==> config.mk <==
export PLATFORM = sky130hd
export DESIGN_NAME = rect_fill_engine
export DESIGN_NICKNAME = d
export VERILOG_FILES = /design/src/rtl/rect_fill_engine.sv
export SDC_FILE = /design/constraint.sdc
export NUM_CORES = 1
export LEC_CHECK = 0
export CAP_MARGIN = 15
export CORE_MARGIN = 2
export CORE_UTILIZATION = 40
export DETAILED_ROUTE_END_ITERATION = 8
export GPL_ROUTABILITY_DRIVEN = 0
export PLACE_DENSITY = 0.62
export SYNTH_ARGS = -nofsm -noshare
export SYNTH_HDL_FRONTEND = slang
export SYNTH_SLANG_ARGS = --single-unit
==> constraint.sdc <==
create_clock -name clk -period 3.4 [get_ports clk]
set_input_delay 0.51 -clock clk [delete_from_list [all_inputs] [get_ports clk]]
set_output_delay 0.51 -clock clk [all_outputs]
set_load 0.01 [all_outputs]
==> src/rtl/rect_fill_engine.sv <==
// Sweeps a clamped rectangle, or the whole screen, in raster order and writes one fill-colour pixel per accepted cycle.
// Latency: the first pixel is valid the cycle after start is accepted; done pulses the cycle after the last transfer.
// Backpressure: x/y/color hold while pix_ready is low; we stays high for the whole sweep.
//
// Ports:
//   clk, reset          clock, synchronous active-high reset
//   start, mode         job request (sampled in IDLE only); mode 1 = full-screen clear, 0 = rectangle
//   x0, y0, x1, y1      inclusive rectangle corners (mode 0 only)
//   fill_color          colour for every pixel of the job
//   pix_ready           framebuffer accepts the current pixel
//   we, x, y, color     pixel write strobe and payload
//   busy, done          job in progress / one-cycle completion pulse
module rect_fill_engine #(
  parameter int COORD_W  = 11,
  parameter int SCREEN_W = 640,
  parameter int SCREEN_H = 480,
  parameter int COLOR_W  = 1
) (
  input  logic               clk,
  input  logic               reset,
  input  logic               start,
  input  logic               mode,
  input  logic [COORD_W-1:0] x0,
  input  logic [COORD_W-1:0] y0,
  input  logic [COORD_W-1:0] x1,
  input  logic [COORD_W-1:0] y1,
  input  logic [COLOR_W-1:0] fill_color,
  input  logic               pix_ready,
  output logic               we,
  output logic [COORD_W-1:0] x,
  output logic [COORD_W-1:0] y,
  output logic [COLOR_W-1:0] color,
  output logic               busy,
  output logic               done
);

  generate
    if ((2 ** COORD_W) <= ((SCREEN_W > SCREEN_H) ? SCREEN_W : SCREEN_H)) begin : g_coord_w_check
      $error("rect_fill_engine: COORD_W too narrow for the screen size");
    end
  endgenerate

  localparam logic [COORD_W-1:0] SCR_W  = COORD_W'(SCREEN_W);
  localparam logic [COORD_W-1:0] SCR_H  = COORD_W'(SCREEN_H);
  localparam logic [COORD_W-1:0] X_LAST = COORD_W'(SCREEN_W - 1);
  localparam logic [COORD_W-1:0] Y_LAST = COORD_W'(SCREEN_H - 1);

  typedef enum logic [1:0] {IDLE, RUN, FIN} state_t;

  state_t state, state_nxt;

  // Effective region computed straight from the request inputs; only used in IDLE.
  logic [COORD_W-1:0] xs_c, ys_c, xe_c, ye_c;
  logic               empty_c;

  // Latched region and the sweep position.
  logic [COORD_W-1:0] xs_q, ys_q, xe_q, ye_q;
  logic [COORD_W-1:0] x_q, y_q;
  logic [COLOR_W-1:0] color_q;
  logic               last_pix;

  always_comb begin
    xs_c    = '0;
    ys_c    = '0;
    xe_c    = X_LAST;
    ye_c    = Y_LAST;
    empty_c = 1'b0;
    if (!mode) begin
      xs_c    = x0;
      ys_c    = y0;
      xe_c    = (x1 > X_LAST) ? X_LAST : x1;
      ye_c    = (y1 > Y_LAST) ? Y_LAST : y1;
      // An off-screen start corner is empty even before the clamp makes xs>xe obvious.
      empty_c = (x0 >= SCR_W) || (y0 >= SCR_H) || (x0 > xe_c) || (y0 > ye_c);
    end
  end

  assign last_pix = (x_q == xe_q) && (y_q == ye_q);

  // State register.
  always_ff @(posedge clk) begin
    if (reset) state <= IDLE;
    else       state <= state_nxt;
  end

  // Next-state logic.
  always_comb begin
    state_nxt = state;
    case (state)
      IDLE: if (start) state_nxt = empty_c ? FIN : RUN;
      RUN:  if (pix_ready && last_pix) state_nxt = FIN;
      FIN:  state_nxt = IDLE;
      default: state_nxt = IDLE;
    endcase
  end

  // Region latch and raster stepping. A reset mid-job simply drops the sweep.
  always_ff @(posedge clk) begin
    if (reset) begin
      xs_q    <= '0;
      ys_q    <= '0;
      xe_q    <= '0;
      ye_q    <= '0;
      x_q     <= '0;
      y_q     <= '0;
      color_q <= '0;
    end else if (state == IDLE && start) begin
      xs_q    <= xs_c;
      ys_q    <= ys_c;
      xe_q    <= xe_c;
      ye_q    <= ye_c;
      x_q     <= xs_c;
      y_q     <= ys_c;
      color_q <= fill_color;
    end else if (state == RUN && pix_ready && !last_pix) begin
      if (x_q == xe_q) begin
        x_q <= xs_q;
        y_q <= y_q + COORD_W'(1);
      end else begin
        x_q <= x_q + COORD_W'(1);
      end
    end
  end

  // Outputs; the last coordinate stays visible through FIN and IDLE.
  always_comb begin
    we    = (state == RUN);
    busy  = (state == RUN);
    done  = (state == FIN);
    x     = x_q;
    y     = y_q;
    color = color_q;
  end

endmodule

==> flow_metrics.env, run 1 <==
export IMPL_yosysSeqAreaShare_pct=32.1
export IMPL_cts_sinks=58
export IMPL_p_sw_share_pct=30.9
export IMPL_ys_flop_type="dfxtp_1"
export IMPL_tns_ns=0
export IMPL_io_buffers=75
export IMPL_synth_edff_count=0
export IMPL_synth_simple_gate_area_share_pct=22.6
export IMPL_rows=34
export IMPL_vias_per_cell=5.78
export IMPL_grt_pass1_wl_microns=17200
export IMPL_crit_type="primary input to flip-flop"
export IMPL_async_reset_ff_share_pct=0
export IMPL_grt_use_total_pct=22.0
export IMPL_fin_skew_ns=0.0109
export IMPL_p_int_mw=1.39
export IMPL_synth_top_family_by_area="simple AND/OR/NAND/NOR gates"
export IMPL_synthCells=435
export IMPL_grt_pass1_vias=3358
export IMPL_rsz0062_at_grt="false"
export IMPL_tritoncts="built"
export IMPL_fin_crit_ns=2.93
export IMPL_die_h_microns=99.1
export IMPL_drtIter0Drc=175
export IMPL_wl_microns=10700
export IMPL_critPathMaxFanout=6
export IMPL_required_ns=3.66
export IMPL_combPwrFrac_pct=26.1
export IMPL_end_kind="flip-flop"
export IMPL_antenna_left=0
export IMPL_synth_adder_area_share_pct=8.31
export IMPL_root_buffer="clkbuf_8"
export IMPL_power_frac_clock_pct=33.2
export IMPL_syn_area_sq_um=3610
export IMPL_m1WireLength_microns=5280
export IMPL_diodes=0
export IMPL_syn_area_per_cell_sq_um=8.31
export IMPL_final_nets=578
export IMPL_slew_headroom_pct=66.5
export IMPL_synth_compound_gate_area_share_pct=20.6
export IMPL_area_growth_synth_to_final_pct=28.9
export IMPL_ys_warn_count=0
export IMPL_drt_pre_antenna_iters=4
export IMPL_finalSetupViolCount=0
export IMPL_wl_met2_microns=4740
export IMPL_r2r_slack_ns=1.14
export IMPL_vias=3563
export IMPL_h_tree_depth=3
export IMPL_drive_above_1_share_pct=8.66
export IMPL_antenna_found_initial=0
export IMPL_ys_types=59
export IMPL_dp_hpwl_microns=7900
export IMPL_hold_viol=0
export IMPL_core_area_sq_um=8760
export IMPL_synthMuxAreaShare_pct=2.39
export IMPL_dieArea_sq_um=9810
export IMPL_clockBufferDepth=2
export IMPL_grt_ovfl_total=0
export IMPL_hold_path_class="flip-flop to flip-flop"
export IMPL_postCtsResizedCells=0
export IMPL_ys_ff_latch=58
export IMPL_drv_cap=0
export IMPL_drv_slew=0
export IMPL_fp_dieW_microns=99.1
export IMPL_arrival_ns=3.19
export IMPL_layout_cells_non_filler=616
export IMPL_cts_buffers=9
export IMPL_avgRoutedWirePerCell_microns=17.3
export IMPL_start_util_pct=41.2
export IMPL_peakVddDrop_mv=0.227
export IMPL_grt_max_degree=41
export IMPL_critPathLaunchType="primary input"
export IMPL_cellLeakagePower_nw=1.69
export IMPL_clock_latency_ns=0.33
export IMPL_dr_wl_met3_microns=557
export IMPL_synth_xor_area_share_pct=9.17
export IMPL_ioPinCount=76
export IMPL_timing_fmax_mhz=341
export IMPL_hold_slack_ns=0.456
export IMPL_p_per_area_nw_per_um2=432
export IMPL_cts_setup_buffers=0
export IMPL_timing_final_crit_share_pct=86.3
export IMPL_hold_buffers=0
export IMPL_p_seq_share_pct=40.7
export IMPL_cts_clk_slew_worst_paths_ns=0.06
export IMPL_switchingPower_uw=621
export IMPL_outcome="finished clean"
export IMPL_dp_cells=601
export IMPL_worst_slew_pin_transition_ns=0.503
export IMPL_maxUsedRoutingLayer="met4"
export IMPL_drc_errors=0
cell usage in the layout (no fill, tap or decap), types with 3 or more instances in the layout:
| master | n |
|---|---|
| mux2i_1 | 3 |
| a31oi_1 | 11 |
| a211oi_1 | 14 |
| nor3_1 | 14 |
| nand3_1 | 14 |
| nand4_1 | 18 |
| nor2_1 | 46 |
| a22oi_1 | 12 |
| inv_1 | 8 |
| clkbuf_8 | 12 |
| conb_1 | 3 |
| nand2_1 | 31 |
| xnor2_1 | 29 |
| nor2b_1 | 3 |
| dfxtp_1 | 58 |
| a21oi_1 | 30 |
| mux2_2 | 5 |
| nor4_1 | 4 |
| buf_4 | 10 |
| o21ai_0 | 24 |
| ha_1 | 24 |
| xor2_1 | 7 |
| and3_1 | 5 |
| clkdlybuf4s50_1 | 75 |
final cells by class:
cell class | count | area, sq um
clock buffers | 13 | 169
flip-flops and latches | 58 | 1160
fillers | 837 | 4110
repair buffers | 85 | 826
multi-input cells | 341 | 2300
clock inverters | 2 | 35.0
well taps | 108 | 135
inverters | 9 | 33.8
synth_stat cells, types with 2 or more instances:
| cell type | n | share of area, % |
|---|---|---|
| a32oi_1 | 2 | 0.48 |
| nand3_1 | 14 | 1.9 |
| o31ai_1 | 2 | 0.42 |
| and3_1 | 5 | 0.87 |
| xnor2_1 | 29 | 7.0 |
| a311oi_1 | 2 | 0.48 |
| buf_2 | 4 | 0.55 |
| nor3_1 | 14 | 1.9 |
| a221oi_1 | 2 | 0.48 |
| o31a_1 | 2 | 0.48 |
| nand4_1 | 18 | 3.1 |
| mux2_2 | 5 | 1.6 |
| inv_1 | 8 | 0.83 |
| buf_1 | 2 | 0.21 |
| a31oi_1 | 11 | 1.9 |
| nor3_4 | 2 | 0.90 |
| a2111oi_0 | 2 | 0.48 |
| mux2i_1 | 3 | 0.83 |
| o21ai_0 | 24 | 3.3 |
| or3_1 | 2 | 0.35 |
| nand3b_1 | 2 | 0.42 |
| a22oi_1 | 12 | 2.5 |
| ha_1 | 24 | 8.3 |
| buf_4 | 4 | 0.83 |
| nor2b_1 | 3 | 0.52 |
| dfxtp_1 | 58 | 32 |
| nand2_1 | 31 | 3.2 |
| xor2_1 | 7 | 1.7 |
| a21oi_1 | 30 | 4.2 |
| a22o_1 | 2 | 0.48 |
| nor2_1 | 47 | 4.9 |
| o21a_1 | 2 | 0.42 |
| a211oi_1 | 14 | 2.9 |
| nor4_1 | 4 | 0.69 |
| or2_2 | 2 | 0.35 |
| clkbuf_1 | 17 | 1.8 |
sequential cells by signal (all words and copies together), names as in the netlist:
name	count
x	11
xe_q	11
xs_q	11
y	11
ye_q	11
state	2
color	1
through the flow:
step	worst slack (ns)	util [%]	instance area (sq um)	power (mW)
global route	0.324	53.2	4660	2.11
finish	0.466	53.2	4660	2.01
global placement	0.207	50.8	4450	1.34
floorplan	0.686	-	3620	1.13
detailed placement	0.127	50.8	4450	1.35
CTS	0.478	53.2	4660	2.01
layer usage:
metal / vias up / global-route usage (%)
li1: 1742 / -
met1: 1710 / 32.2
met2: 103 / 33.5
met3: 8 / 2.98
met4: 0 / 6.64
met5: - / 0
worst paths after layout:
path	start	to	depth (start not counted)
max	x1[7]	state[0]$_SDFFE_PP0P_	11
min	color$_SDFFE_PP0P_	color$_SDFFE_PP0P_	2
max reg2reg	state[0]$_SDFFE_PP0P_	y[4]$_SDFFE_PP0P_	5
min reg2reg	color$_SDFFE_PP0P_	color$_SDFFE_PP0P_	2
critical path, cell delays in order:
cell and delay, ns:
clkdlybuf4s50_1 0.44, o21a_1 0.21, or2_2 0.34, nor2_1 0.16, ha_1 0.27, a21o_1 0.18
nand3_1 0.07, a21oi_1 0.07, o31a_1 0.31, or4_1 0.50, a21oi_1 0.14
power groups by stage:
stage,Combinational [mW],Sequential (mW),Clock [mW]
2_1_floorplan,0.319,0.812,0
3_3_place_gp,0.513,0.830,0
3_5_place_dp,0.522,0.832,0
4_1_cts,0.525,0.817,0.673
5_1_grt,0.576,0.826,0.705
6_report,0.526,0.818,0.668
kinds of logic after synthesis:
group           after synthesis
compound gates              115
simple gates                154
xor+xnor                     37
buf+inv                      38
other cells                   1
mux                           8
fa+ha+maj                    24
flops                        58
(Power assumes the default switching activity.)
==> run 2: changes to the inputs <==
--- a/config.mk
+++ b/config.mk
@@ -10,6 +10,7 @@
 export CORE_UTILIZATION = 40
 export DETAILED_ROUTE_END_ITERATION = 8
 export GPL_ROUTABILITY_DRIVEN = 0
+export GPL_TIMING_DRIVEN = 0
 export PLACE_DENSITY = 0.62
 export SYNTH_ARGS = -nofsm -noshare
 export SYNTH_HDL_FRONTEND = slang
==> run 2 against run 1 <==
  * Sequential share of layout area shrank 0.21 points
  * First-iteration DRC count grew 43%
  * Flip-flop and latch count is the same
  * Wire length grew 7.9%
  * Total power shrank 1.4%
  * Utilization grew 0.46 points
  * Fmax shrank 5.0%
  * Largest cell class unchanged
  * Highest routed layer unchanged
==> flow_metrics.env, run 2 (synthesized netlist as in run 1, its figures left out) <==
export IMPL_outcome="finished clean"
export IMPL_h_tree_depth=3
export IMPL_register_area_sq_um=1160
export IMPL_rsz0062_at_grt="false"
export IMPL_ioPinCount=76
export IMPL_final_cell_mix="clkdlybuf4s50_1 (75), dfxtp_1 (58), nor2_1 (47)"
export IMPL_antenna_found_initial=0
export IMPL_combPwrFrac_pct=28.2
export IMPL_p_sw_share_pct=33.4
export IMPL_drt_pre_antenna_iters=5
export IMPL_arrival_ns=3.35
export IMPL_crit_chain="clkdlybuf4s50_1 -> o21a_1 -> or2_2 -> clkbuf_1 -> nor2_1 -> ha_1 -> a21oi_1 -> nand2_1 -> o2bb2ai_1 -> o31a_1 -> or4_1 -> a21oi_1"
export IMPL_drtIter0Drc=250
export IMPL_rows=34
export IMPL_grt_pass1_wl_microns=18300
export IMPL_end_kind="flip-flop"
export IMPL_grt_pass1_vias=3467
export IMPL_hold_path_class="flip-flop to flip-flop"
export IMPL_clock_latency_ns=0.35
export IMPL_drv_cap=0
export IMPL_critPathLaunchType="primary input"
export IMPL_dieArea_sq_um=9810
export IMPL_critPathMaxFanout=6
export IMPL_critical_path_slowest_cell="or4_1"
export IMPL_finalSetupViolCount=0
export IMPL_vias_per_cell=5.74
export IMPL_postCtsResizedCells=0
export IMPL_cts_setup_buffers=0
export IMPL_core_area_sq_um=8760
export IMPL_timing_fmax_mhz=324
export IMPL_diodes=0
export IMPL_required_ns=3.66
export IMPL_crit_type="primary input to flip-flop"
export IMPL_fin_skew_ns=0.0136
export IMPL_layout_commonest_cell="clkdlybuf4s50_1"
export IMPL_timing_final_crit_share_pct=90.8
export IMPL_dp_hpwl_microns=8880
export IMPL_start_util_pct=41.2
export IMPL_grt_use_total_pct=23.9
export IMPL_area_growth_synth_to_final_pct=30.0
export IMPL_slew_headroom_pct=57.3
export IMPL_die_h_microns=99.1
export IMPL_io_buffers=75
export IMPL_p_seq_share_pct=40.6
export IMPL_hold_viol=0
export IMPL_grt_ovfl_total=0
export IMPL_dp_cells=620
export IMPL_drc_errors=0
export IMPL_power_frac_clock_pct=31.2
export IMPL_layout_cells_non_filler=636
export IMPL_tritoncts="built"
export IMPL_fin_crit_ns=3.09
export IMPL_grt_max_degree=11
export IMPL_p_per_area_nw_per_um2=422
export IMPL_fp_dieW_microns=99.1
export IMPL_cellLeakagePower_nw=1.70
export IMPL_clockBufferDepth=2
export IMPL_cpMostUsedCell="a21oi_1"
export IMPL_wl_microns=11500
export IMPL_antenna_left=0
export IMPL_p_int_mw=1.32
export IMPL_path_buf_inv=2
export IMPL_worst_slew_pin_transition_ns=0.640
export IMPL_drv_slew=0
export IMPL_crit_path_max_incr_delay_ns=0.50
export IMPL_drive_above_1_share_pct=8.52
export IMPL_root_buffer="clkbuf_8"
export IMPL_vias=3651
export IMPL_cts_clk_slew_worst_paths_ns=0.07
export IMPL_hold_buffers=0
export IMPL_final_nets=597
export IMPL_nFillCells=842
export IMPL_setup_ws_ns=0.311
export IMPL_path_delay_family="simple AND/OR/NAND/NOR gates"
export IMPL_dp_slack_ns=-0.0337
export IMPL_avgRoutedWirePerCell_microns=18.1
export IMPL_peakVddDrop_mv=0.188
export IMPL_cts_buffers=9
export IMPL_cts_sinks=58
export IMPL_multi_input_area_sq_um=2290
export IMPL_switchingPower_uw=662
-- run 2: cell types whose count changed in the layout (fill, tap and decap cells not counted), moves of 2 or more --
cell | previous run | this run
clkbuf_1 | 1 | 17
buf_2 | 0 | 4
buf_1 | 0 | 2
buf_4 | 10 | 4
clkinvlp_4 | 0 | 2
-- run 2: power by group through the flow --
stage | clock network [mW] | logic, mW | registers, mW
global route | 0.645 | 0.613 | 0.813
floorplan | 0 | 0.319 | 0.812
finish | 0.620 | 0.560 | 0.805
CTS | 0.613 | 0.556 | 0.803
detailed placement | 0 | 0.553 | 0.818
global placement | 0 | 0.547 | 0.817
-- run 2: path summary, 6_finish.rpt --
check | from | end | slack [ns] | depth (start not counted)
max | x1[8] | state[0]$_SDFFE_PP0P_ | 0.31 | 12
min reg2reg | color$_SDFFE_PP0P_ | color$_SDFFE_PP0P_ | 0.46 | 2
min | color$_SDFFE_PP0P_ | color$_SDFFE_PP0P_ | 0.46 | 2
max reg2reg | state[0]$_SDFFE_PP0P_ | x[3]$_SDFFE_PP0P_ | 1.09 | 6
-- run 2: through the flow --
| stage | hold slack (ns) | setup TNS (ns) | area (sq um) | total power, mW | utilization [%] |
|---|---|---|---|---|---|
| after floorplan | 0.432 | 0 | 3620 | 1.13 | - |
| after global placement | 0.442 | 0 | 4510 | 1.36 | 51.4 |
| after detailed placement | 0.450 | -0.0337 | 4510 | 1.37 | 51.4 |
| after CTS | 0.459 | 0 | 4700 | 1.97 | 53.6 |
| after global routing | 0.483 | 0 | 4700 | 2.07 | 53.6 |
| final | 0.456 | 0 | 4700 | 1.98 | 53.6 |
-- run 2: worst min-delay path: cells and delay by family (launching register included) --
family | cells | cell delay [ns]
AO/OA/AOI/OAI | 1 | 0.05
flip-flops | 1 | 0.31
AND/OR/NAND/NOR | 1 | 0.05
-- run 2: layout make-up --
cell class,count,area share [%]
multi-input cells,341,48.7
inverters,9,0.719
clock buffers,12,3.52
clock inverters,4,0.533
flip-flops and latches,58,24.7
repair buffers,75,16.0
plain buffers,29,2.93
well taps,108,2.88
-- run 2: metal layers --
metal,up-vias,wire length (microns),track usage (%),share of wire [%]
met3,17,959,5.74,8.3
met1,1692,5420,34.6,47
met5,-,0,0,0
met4,0,155,7.38,1.3
li1,1777,-,-,-
met2,165,4990,35.2,43
==> run 3: changes to the inputs <==
--- a/config.mk
+++ b/config.mk
@@ -15,3 +15,4 @@
 export SYNTH_ARGS = -nofsm -noshare
 export SYNTH_HDL_FRONTEND = slang
 export SYNTH_SLANG_ARGS = --single-unit
+export TNS_END_PERCENT = 30
==> results of run 3 <==
Same layout as run 2: the final DEF is identical, and so are final timing and power.
